[config.mk]
export PLATFORM = sky130hd
export DESIGN_NAME = pipeline_hazard_ctrl
export DESIGN_NICKNAME = d
export VERILOG_FILES = /design/src/rtl/pipeline_hazard_ctrl.sv
export SDC_FILE = /design/constraint.sdc
export NUM_CORES = 1
export LEC_CHECK = 0
export ABC_AREA = 1
export BUFFER_PORTS_ARGS = -buffer_cell sky130_fd_sc_hd__buf_2
export CAP_MARGIN = 20
export CORE_MARGIN = 2
export CORE_UTILIZATION = 38
export CTS_CLUSTER_DIAMETER = 120
export DETAILED_ROUTE_END_ITERATION = 7
export GPL_ROUTABILITY_DRIVEN = 0
export PLACE_DENSITY = 0.92
export SYNTH_ARGS = -nofsm -noshare
export SYNTH_HDL_FRONTEND = slang
export SYNTH_SLANG_ARGS = --single-unit
export TNS_END_PERCENT = 10
[constraint.sdc]
create_clock -name clock -period 1.3 [get_ports clock]
set_input_delay 0 -clock clock [delete_from_list [all_inputs] [get_ports clock]]
set_output_delay 0 -clock clock [all_outputs]
set_load 0.02 [all_outputs]
[src/rtl/pipeline_hazard_ctrl.sv]
// Hazard sequencer for the 5-stage MIPS pipeline: load-use / branch-operand stalls, redirect flush, single-step freeze.
// Optional stall/flush performance counters are built when HAZARD_PERF_EN is defined.
module pipeline_hazard_ctrl #(
   parameter int REG_AW       = 5,
   parameter int LD_BR_STALLS = 2,
   parameter int PERF_W       = 32
) (
   input  logic              clock,
   input  logic              reset,
   input  logic              run_en,
   input  logic [REG_AW-1:0] id_rs,
   input  logic [REG_AW-1:0] id_rt,
   input  logic              id_uses_rt,
   input  logic              id_branch,
   input  logic              id_br_taken,
   input  logic              id_jump,
   input  logic              ex_memread,
   input  logic              ex_regwrite,
   input  logic [REG_AW-1:0] ex_wreg,
   input  logic              mem_memread,
   input  logic [REG_AW-1:0] mem_wreg,
   output logic              pipe_en,
   output logic              pc_write,
   output logic              ifid_write,
   output logic              ifid_flush,
   output logic              idex_bubble,
   output logic              stalled,
   output logic [PERF_W-1:0] perf_stalls,
   output logic [PERF_W-1:0] perf_flushes
);

   typedef enum logic {
      Run   = 1'b0,
      Stall = 1'b1
   } stateT;

   localparam logic [1:0] LdBrN = 2'(LD_BR_STALLS);

   stateT      state_q, state_d;
   logic [1:0] scnt_q, scnt_d;
   logic       exSrc, memSrc;
   logic [1:0] hazN;

   // $0 is hard-wired zero, so a zero destination can never create a dependency
   assign exSrc  = (ex_wreg != '0) &&
                   ((ex_wreg == id_rs) || (id_uses_rt && (ex_wreg == id_rt)));
   assign memSrc = (mem_wreg != '0) &&
                   ((mem_wreg == id_rs) || (id_uses_rt && (mem_wreg == id_rt)));

   always_comb begin
      hazN = 2'd0;
      if (id_branch && ex_memread && exSrc) begin
         hazN = LdBrN;
      end else if (id_branch && ex_regwrite && exSrc) begin
         hazN = 2'd1;
      end else if (id_branch && mem_memread && memSrc) begin
         hazN = 2'd1;
      end else if (ex_memread && exSrc) begin
         hazN = 2'd1;
      end
   end

   // Output and next-state decode, in priority order: reset, freeze, stall, hazard, redirect, normal
   always_comb begin
      state_d     = state_q;
      scnt_d      = scnt_q;
      pipe_en     = 1'b1;
      pc_write    = 1'b1;
      ifid_write  = 1'b1;
      ifid_flush  = 1'b0;
      idex_bubble = 1'b0;
      stalled     = 1'b0;
      if (reset) begin
         state_d     = Run;
         scnt_d      = 2'd0;
         pipe_en     = 1'b0;
         pc_write    = 1'b0;
         ifid_write  = 1'b0;
         ifid_flush  = 1'b1;
         idex_bubble = 1'b1;
      end else if (!run_en) begin
         pipe_en     = 1'b0;
         pc_write    = 1'b0;
         ifid_write  = 1'b0;
         stalled     = (state_q == Stall);
      end else if (state_q == Stall) begin
         pc_write    = 1'b0;
         ifid_write  = 1'b0;
         idex_bubble = 1'b1;
         stalled     = 1'b1;
         scnt_d      = scnt_q - 2'd1;
         if (scnt_q == 2'd1) begin
            state_d = Run;
         end
      end else if (hazN != 2'd0) begin
         pc_write    = 1'b0;
         ifid_write  = 1'b0;
         idex_bubble = 1'b1;
         if (hazN > 2'd1) begin
            state_d = Stall;
            scnt_d  = hazN - 2'd1;
         end
      end else if ((id_branch && id_br_taken) || id_jump) begin
         ifid_flush  = 1'b1;
      end
   end

   always_ff @(posedge clock) begin
      state_q <= state_d;
      scnt_q  <= scnt_d;
   end

`ifdef HAZARD_PERF_EN
   logic [PERF_W-1:0] perfStalls_q, perfFlushes_q;

   // Reset also drives bubble/flush high, but reset takes precedence and clears
   always_ff @(posedge clock) begin
      if (reset) begin
         perfStalls_q  <= '0;
         perfFlushes_q <= '0;
      end else if (run_en) begin
         if (idex_bubble) begin
            perfStalls_q <= perfStalls_q + 1'b1;
         end
         if (ifid_flush) begin
            perfFlushes_q <= perfFlushes_q + 1'b1;
         end
      end
   end

   assign perf_stalls  = perfStalls_q;
   assign perf_flushes = perfFlushes_q;
`else
   assign perf_stalls  = '0;
   assign perf_flushes = '0;
`endif

endmodule

=== Yosys cells after proc, flatten, opt, wreduce, memory -nomap -nowiden ===
Index checks and enable logic that the tools add are counted.

* Word-level logic and storage cells: 60
* Input bits: 30
* Bits in registers: 3

* Reduce and logical (&&, ||, !) cells: 21
* Add/subtract/negate cells: 2
* Eq/ne operators: 5
* Multiplexer cells: 29
* $lt $le $gt $ge: 1

{| class="wikitable"
|+ Operators by type and width
! kind !! number
|-
| 1-bit two-way mux || 25
|-
| 5-bit equality test || 4
|-
| 1-bit logical AND || 12
|-
| 5-bit nonzero test || 2
|-
| 2-bit two-way mux || 4
|-
| 2-bit nonzero test || 3
|-
| 2-bit by 1-bit subtractor with 2-bit output, second input constant || 2
|-
| 1-bit logical OR || 3
|-
| 3-bit AND reduction || 1
|-
| 2-bit by 1-bit equality test with 1-bit output, second input constant || 1
|-
| 2-bit by 1-bit greater-than comparator with 1-bit output, second input constant || 1
|}

=== Logic depth before layout (Yosys ltp) ===
* Depth in word-level cells: 14
* Mapped depth: 12
* Mapped depth without buffers: 12

=== Worst setup path before layout ===
Ideal clock, no wire load.

* Kind: reg2out
* Start: register state_q
* End: output pc_write
* Arrival time: 1324 ps
* Slack: -24 ps
* Path buffers: 1
* Required time: 1300 ps
* Cell stages (with the launch flop): 5
* Path through: dfxtp_1 inv_1 nand3_1 nor3_1 buf_4

* Cells in the longest elaborated chain, start to end: 3

{| class="wikitable"
|+ Ends and longest elaborated chain
! what !! line !! source
|-
| from (decl) || 39 || <nowiki>stateT state_q, state_d;</nowiki>
|-
| from (signal assigned) || 109 || <nowiki>state_q <= state_d;</nowiki>
|-
| 1-bit two-way mux (3 in a row) || n/a ||
|-
| to (decl) || 23 || <nowiki>output logic pc_write,</nowiki>
|}

No other way between the ends.

=== Worst setup path in the final report ===
* Start: register state_q
* End: output pc_write

* Cells in the longest elaborated chain, start to end: 3

{| class="wikitable"
|+ Ends and longest elaborated chain
! what !! line !! source
|-
| 1-bit two-way mux || 86 || <nowiki>end else if (state_q == Stall) begin</nowiki>
|-
| 1-bit two-way mux || 81 || <nowiki>end else if (!run_en) begin</nowiki>
|-
| 1-bit two-way mux || 73 || <nowiki>if (reset) begin</nowiki>
|}

No other way between the ends.

==> impl_results.html <==
<table>
<tr><th>Metric</th><th>Value</th></tr>
<tr><th colspan="2">Pwr</th></tr>
<tr><td>PD cells</td><td>between 500 and 600 nW/um2</td></tr>
<tr><td>Reported leakage power</td><td>0.766 nW</td></tr>
<tr><td>Maximum VDD drop</td><td>0.475 mV</td></tr>
<tr><td>Total Power Consumption</td><td>0.642 mW</td></tr>
<tr><th colspan="2">Critical path</th></tr>
<tr><td>Required time of the worst setup path</td><td>~1.3 ns</td></tr>
<tr><td>Critical path destination</td><td>pc_write</td></tr>
<tr><td>Largest stage delay, worst path</td><td>0.32 ns</td></tr>
<tr><td>Number of cell instances on the worst register-to-register path</td><td>6</td></tr>
<tr><td>Register-to-Register Setup Slack</td><td>roughly 0.31 ns</td></tr>
<tr><td>Cells along the critical path</td><td>inv_1 &gt; nand3_2 &gt; nor3_2 &gt; buf_2</td></tr>
<tr><td>Crit. Startpoint</td><td>state_q</td></tr>
<tr><td>Max Fanout on Critical Path</td><td>4</td></tr>
<tr><td>Slowest cell on the critical path</td><td>sky130_fd_sc_hd__dfxtp_1</td></tr>
<tr><td>Critical setup path kind</td><td>reg2out</td></tr>
<tr><td>Worst reg2reg path startpoint</td><td>scnt_q[1]</td></tr>
<tr><td>Startpoint Class</td><td>flip-flop</td></tr>
<tr><td>Data arrival time of the critical path</td><td>roughly 1.2 ns</td></tr>
<tr><td>Worst r2r dst</td><td>scnt_q[1]</td></tr>
<tr><td>Crit. End Element</td><td>output port</td></tr>
<tr><th colspan="2">STA</th></tr>
<tr><td>Unrepaired setup endpoints after global routing</td><td>false</td></tr>
<tr><td>Timing-limited maximum frequency</td><td>approximately 850 MHz</td></tr>
<tr><td>Hold slack final</td><td>between 0.07 and 0.08 ns</td></tr>
<tr><td>Setup Skew</td><td>0.00416 ns</td></tr>
<tr><td>Final critical-path required period</td><td>~1.2 ns</td></tr>
<tr><td>PnR worst setup slack</td><td>0.121 ns</td></tr>
<tr><td>Fin Setup TNS</td><td>0 ns</td></tr>
<tr><td>Number of hold-slack violations in the final timing report</td><td>0</td></tr>
<tr><td>Finish-stage setup viols</td><td>0</td></tr>
<tr><td>Share of the clock period used by the worst path after layout</td><td>between 90% and 100%</td></tr>
<tr><td>Pins Over Slew Limit</td><td>0</td></tr>
<tr><th colspan="2">CTS</th></tr>
<tr><td>Number of H-tree branching levels</td><td>1</td></tr>
<tr><td>Clock network latency to the later pin of the worst-skew pair</td><td>approximately 0.24 ns</td></tr>
<tr><td>Clock transition at path regs</td><td>around 0.030 ns</td></tr>
<tr><td>Setup fix buffers added after clock tree synthesis</td><td>0</td></tr>
<tr><td>CTS Sinks</td><td>3</td></tr>
<tr><td>Clock tree from TritonCTS</td><td>done</td></tr>
<tr><td>Number of buffers on the longest clock path</td><td>2</td></tr>
<tr><td>Clock root cell</td><td>sky130_fd_sc_hd__clkbuf_4</td></tr>
<tr><td>CTS Buf Count</td><td>3</td></tr>
<tr><th colspan="2">Floorplan</th></tr>
<tr><td>Initial core utilization</td><td>39.9%</td></tr>
<tr><td>Floorplan row count</td><td>19</td></tr>
<tr><td>Ports</td><td>100</td></tr>
<tr><td>Core Footprint</td><td>between 2000 and 3000 um2</td></tr>
<tr><td>Die X-Extent</td><td>57.8 um</td></tr>
<tr><td>Height of the chip</td><td>between 50 and 60 um</td></tr>
<tr><td>Die area</td><td>approximately 3300 um2</td></tr>
<tr><th colspan="2">Drt</th></tr>
<tr><td>Antenna Nets Post-Route</td><td>0</td></tr>
<tr><td>Drt via density</td><td>3.92</td></tr>
<tr><td>Total via count in the routed design</td><td>between 1000 and 1500</td></tr>
<tr><td>DRC violation count after routing</td><td>0</td></tr>
<tr><td>Initial DRT Pass Iterations</td><td>4</td></tr>
<tr><td>Total routed wirelength</td><td>between 2000 and 2500 um</td></tr>
<tr><td>Initial DRC count</td><td>24</td></tr>
<tr><td>Detailed-route wire length per cell</td><td>roughly 7.9 um</td></tr>
<tr><th colspan="2">Finish</th></tr>
<tr><td>Final cell utilization of the core</td><td>around two fifths</td></tr>
<tr><td>Share of cells above drive strength 1</td><td>roughly a fifth</td></tr>
<tr><td>Area added between synthesis and finish</td><td>0.796%</td></tr>
<tr><td>Number of fillers in the final layout</td><td>304</td></tr>
<tr><td>Final net count</td><td>265</td></tr>
<tr><td>Count of inserted antenna diode cells</td><td>0</td></tr>
<tr><td>Commonest non-fill, non-tap cells in the layout</td><td>64 x sky130_fd_sc_hd__conb_1, 53 x sky130_fd_sc_hd__nand2_1, 35 x sky130_fd_sc_hd__buf_2, 23 x sky130_fd_sc_hd__inv_1, 17 x sky130_fd_sc_hd__nor2_1</td></tr>
<tr><td>Most common cell after layout, fill and taps aside</td><td>sky130_fd_sc_hd__conb_1</td></tr>
<tr><th colspan="2">Hold path</th></tr>
<tr><td>Worst Hold Path Cells</td><td>3</td></tr>
<tr><td>Class of the tightest hold or removal check</td><td>in2reg</td></tr>
<tr><td>Hold Startpoint</td><td>run_en</td></tr>
<tr><th colspan="2">Global routing</th></tr>
<tr><td>Global-route total usage across every layer</td><td>approximately 12%</td></tr>
<tr><td>Via count of the first global-routing pass</td><td>790</td></tr>
<tr><td>Largest net degree at the start of global routing</td><td>6</td></tr>
<tr><td>Initial antenna violation count</td><td>0</td></tr>
<tr><td>First-pass GRT wire length</td><td>between 3000 and 4000 um</td></tr>
<tr><td>Congestion Overflow GR</td><td>0</td></tr>
<tr><th colspan="2">Placed design</th></tr>
<tr><td>Worst setup timing slack at the placement stage</td><td>0.166 ns</td></tr>
<tr><td>HPWL Detailed</td><td>about 1900 um</td></tr>
<tr><td>Count of port buffers added during placement</td><td>35</td></tr>
<tr><th colspan="2">Synth</th></tr>
<tr><td>Simple-gate area share of the yosys netlist</td><td>between 30% and 40%</td></tr>
<tr><td>XOR/XNOR share of the synthesized area</td><td>under 10%</td></tr>
<tr><td>EDFF count, synth</td><td>0</td></tr>
<tr><td>Total number of yosys warnings</td><td>0</td></tr>
<tr><td>Number of register bits inferred by synthesis</td><td>3</td></tr>
<tr><td>Largest area contributor in the netlist</td><td>sky130_fd_sc_hd__buf_4</td></tr>
<tr><td>Area of the mapped netlist</td><td>roughly 1100 um2</td></tr>
<tr><td>Largest family of logic cells by synthesized area</td><td>buffers and inverters</td></tr>
<tr><td>Synthesized-area fraction occupied by ao, oa, aoi and oai cells</td><td>~4.6%</td></tr>
<tr><td>Mapped Cells</td><td>195</td></tr>
<tr><td>Proportion of netlist area held by the largest area contributor</td><td>approximately 44%</td></tr>
<tr><td>Share of synthesized area occupied by flip-flops and latches</td><td>under 10%</td></tr>
<tr><td>Adder and majority gate portion of the synthesized area</td><td>under 10%</td></tr>
<tr><td>Post-synthesis mux area share</td><td>0%</td></tr>
<tr><td>Number of different library cells in the post-synthesis netlist</td><td>20</td></tr>
<tr><td>Proportion of register bits with asynchronous set or reset after synthesis</td><td>0%</td></tr>
<tr><td>Largest cells by area after synthesis</td><td>sky130_fd_sc_hd__buf_4 44%, sky130_fd_sc_hd__nand2_1 18%, sky130_fd_sc_hd__inv_1 7.8%</td></tr>
<tr><td>Mapped Avg Cell Area</td><td>5.64 um2</td></tr>
<tr><td>Primary flip-flop cell chosen by synthesis mapping</td><td>sky130_fd_sc_hd__dfxtp_1</td></tr>
<tr><th colspan="2">Run</th></tr>
<tr><td>Count of max-cap constraint violations</td><td>0</td></tr>
<tr><th colspan="2">Run status</th></tr>
<tr><td>Result of the run</td><td>complete, no violations</td></tr>
</table>
## cell usage after synthesis (2+ instances only)
cell type / number
sky130_fd_sc_hd__o21ai_0: 4
sky130_fd_sc_hd__buf_4: 65
sky130_fd_sc_hd__xnor2_1: 2
sky130_fd_sc_hd__a21oi_1: 3
sky130_fd_sc_hd__nor2_1: 17
sky130_fd_sc_hd__inv_2: 2
sky130_fd_sc_hd__inv_1: 23
sky130_fd_sc_hd__nand3_1: 9
sky130_fd_sc_hd__nand2_2: 4
sky130_fd_sc_hd__dfxtp_1: 3
sky130_fd_sc_hd__nor3_1: 2
sky130_fd_sc_hd__nand2_1: 53
## area by class of cell
cell class | instances | area (um2) | area share, %
timing repair buffer | 36 | 185 | 16.7
inverter | 25 | 93.8 | 8.47
tap | 31 | 38.8 | 3.50
multi-input combinational | 165 | 704 | 63.5
sequential | 3 | 60.1 | 5.42
clock buffer | 4 | 26.3 | 2.37
## stage by stage
stage / instances / instance area, um2
after floorplan: 258 / 1340
after global placement: 259 / 1070
after detailed placement: 259 / 1070
after CTS: 264 / 1100
after global routing: 264 / 1110
final: 264 / 1110
## cell families after synthesis
family / Yosys count
xor gates and xnor gates: 3
DFF: 3
other: 1
and+or+nand+nor: 88
AOI/OAI and AO/OA: 9
buffers and inverters: 90
adders and majority gates: 1
## power by group
part,internal (mW),switching [mW],leakage (nW),total [mW]
sequential,0.0942,0.000756,0.0242,0.0950
combinational,0.0885,0.290,0.727,0.378
clock,0.115,0.0536,0.0150,0.169
## metal layers
metal / routed length (um) / GRT usage, % / share of wire [%] / up-vias
met5: 0 / 0 / 0 / -
met4: 72 / 6.31 / 3.4 / 0
met3: 290 / 4.69 / 14 / 11
met2: 956 / 19.2 / 46 / 71
met1: 772 / 13.8 / 37 / 421
li1: - / - / - / 531
## worst min-delay path by stage
stage                             to  slack [ns]
after floorplan           ifid_write        0.05
after global placement       state_q        0.23
final                        state_q        0.07
after CTS                    state_q        0.06
after global routing         state_q        0.08
after detailed placement     state_q        0.25
## worst max-delay path: cells and delay by family (launching register included)
kind	cells	cell delay, ns
buffers and inverters	2	0.33
flip-flops	1	0.32
AND/OR/NAND/NOR	2	0.29
## sequential cells by signal, summed over array words and instances, names as in the netlist
| signal | count |
|---|---|
| scnt_q | 2 |
| state_q | 1 |
## repair_timing
action                     CTS  global route
resized for setup            0             1
setup endpoints to repair    0             3
hold buffers                 1             0
hold endpoints to repair     1             0
No activity file was read; power rests on OpenSTA's default activity.
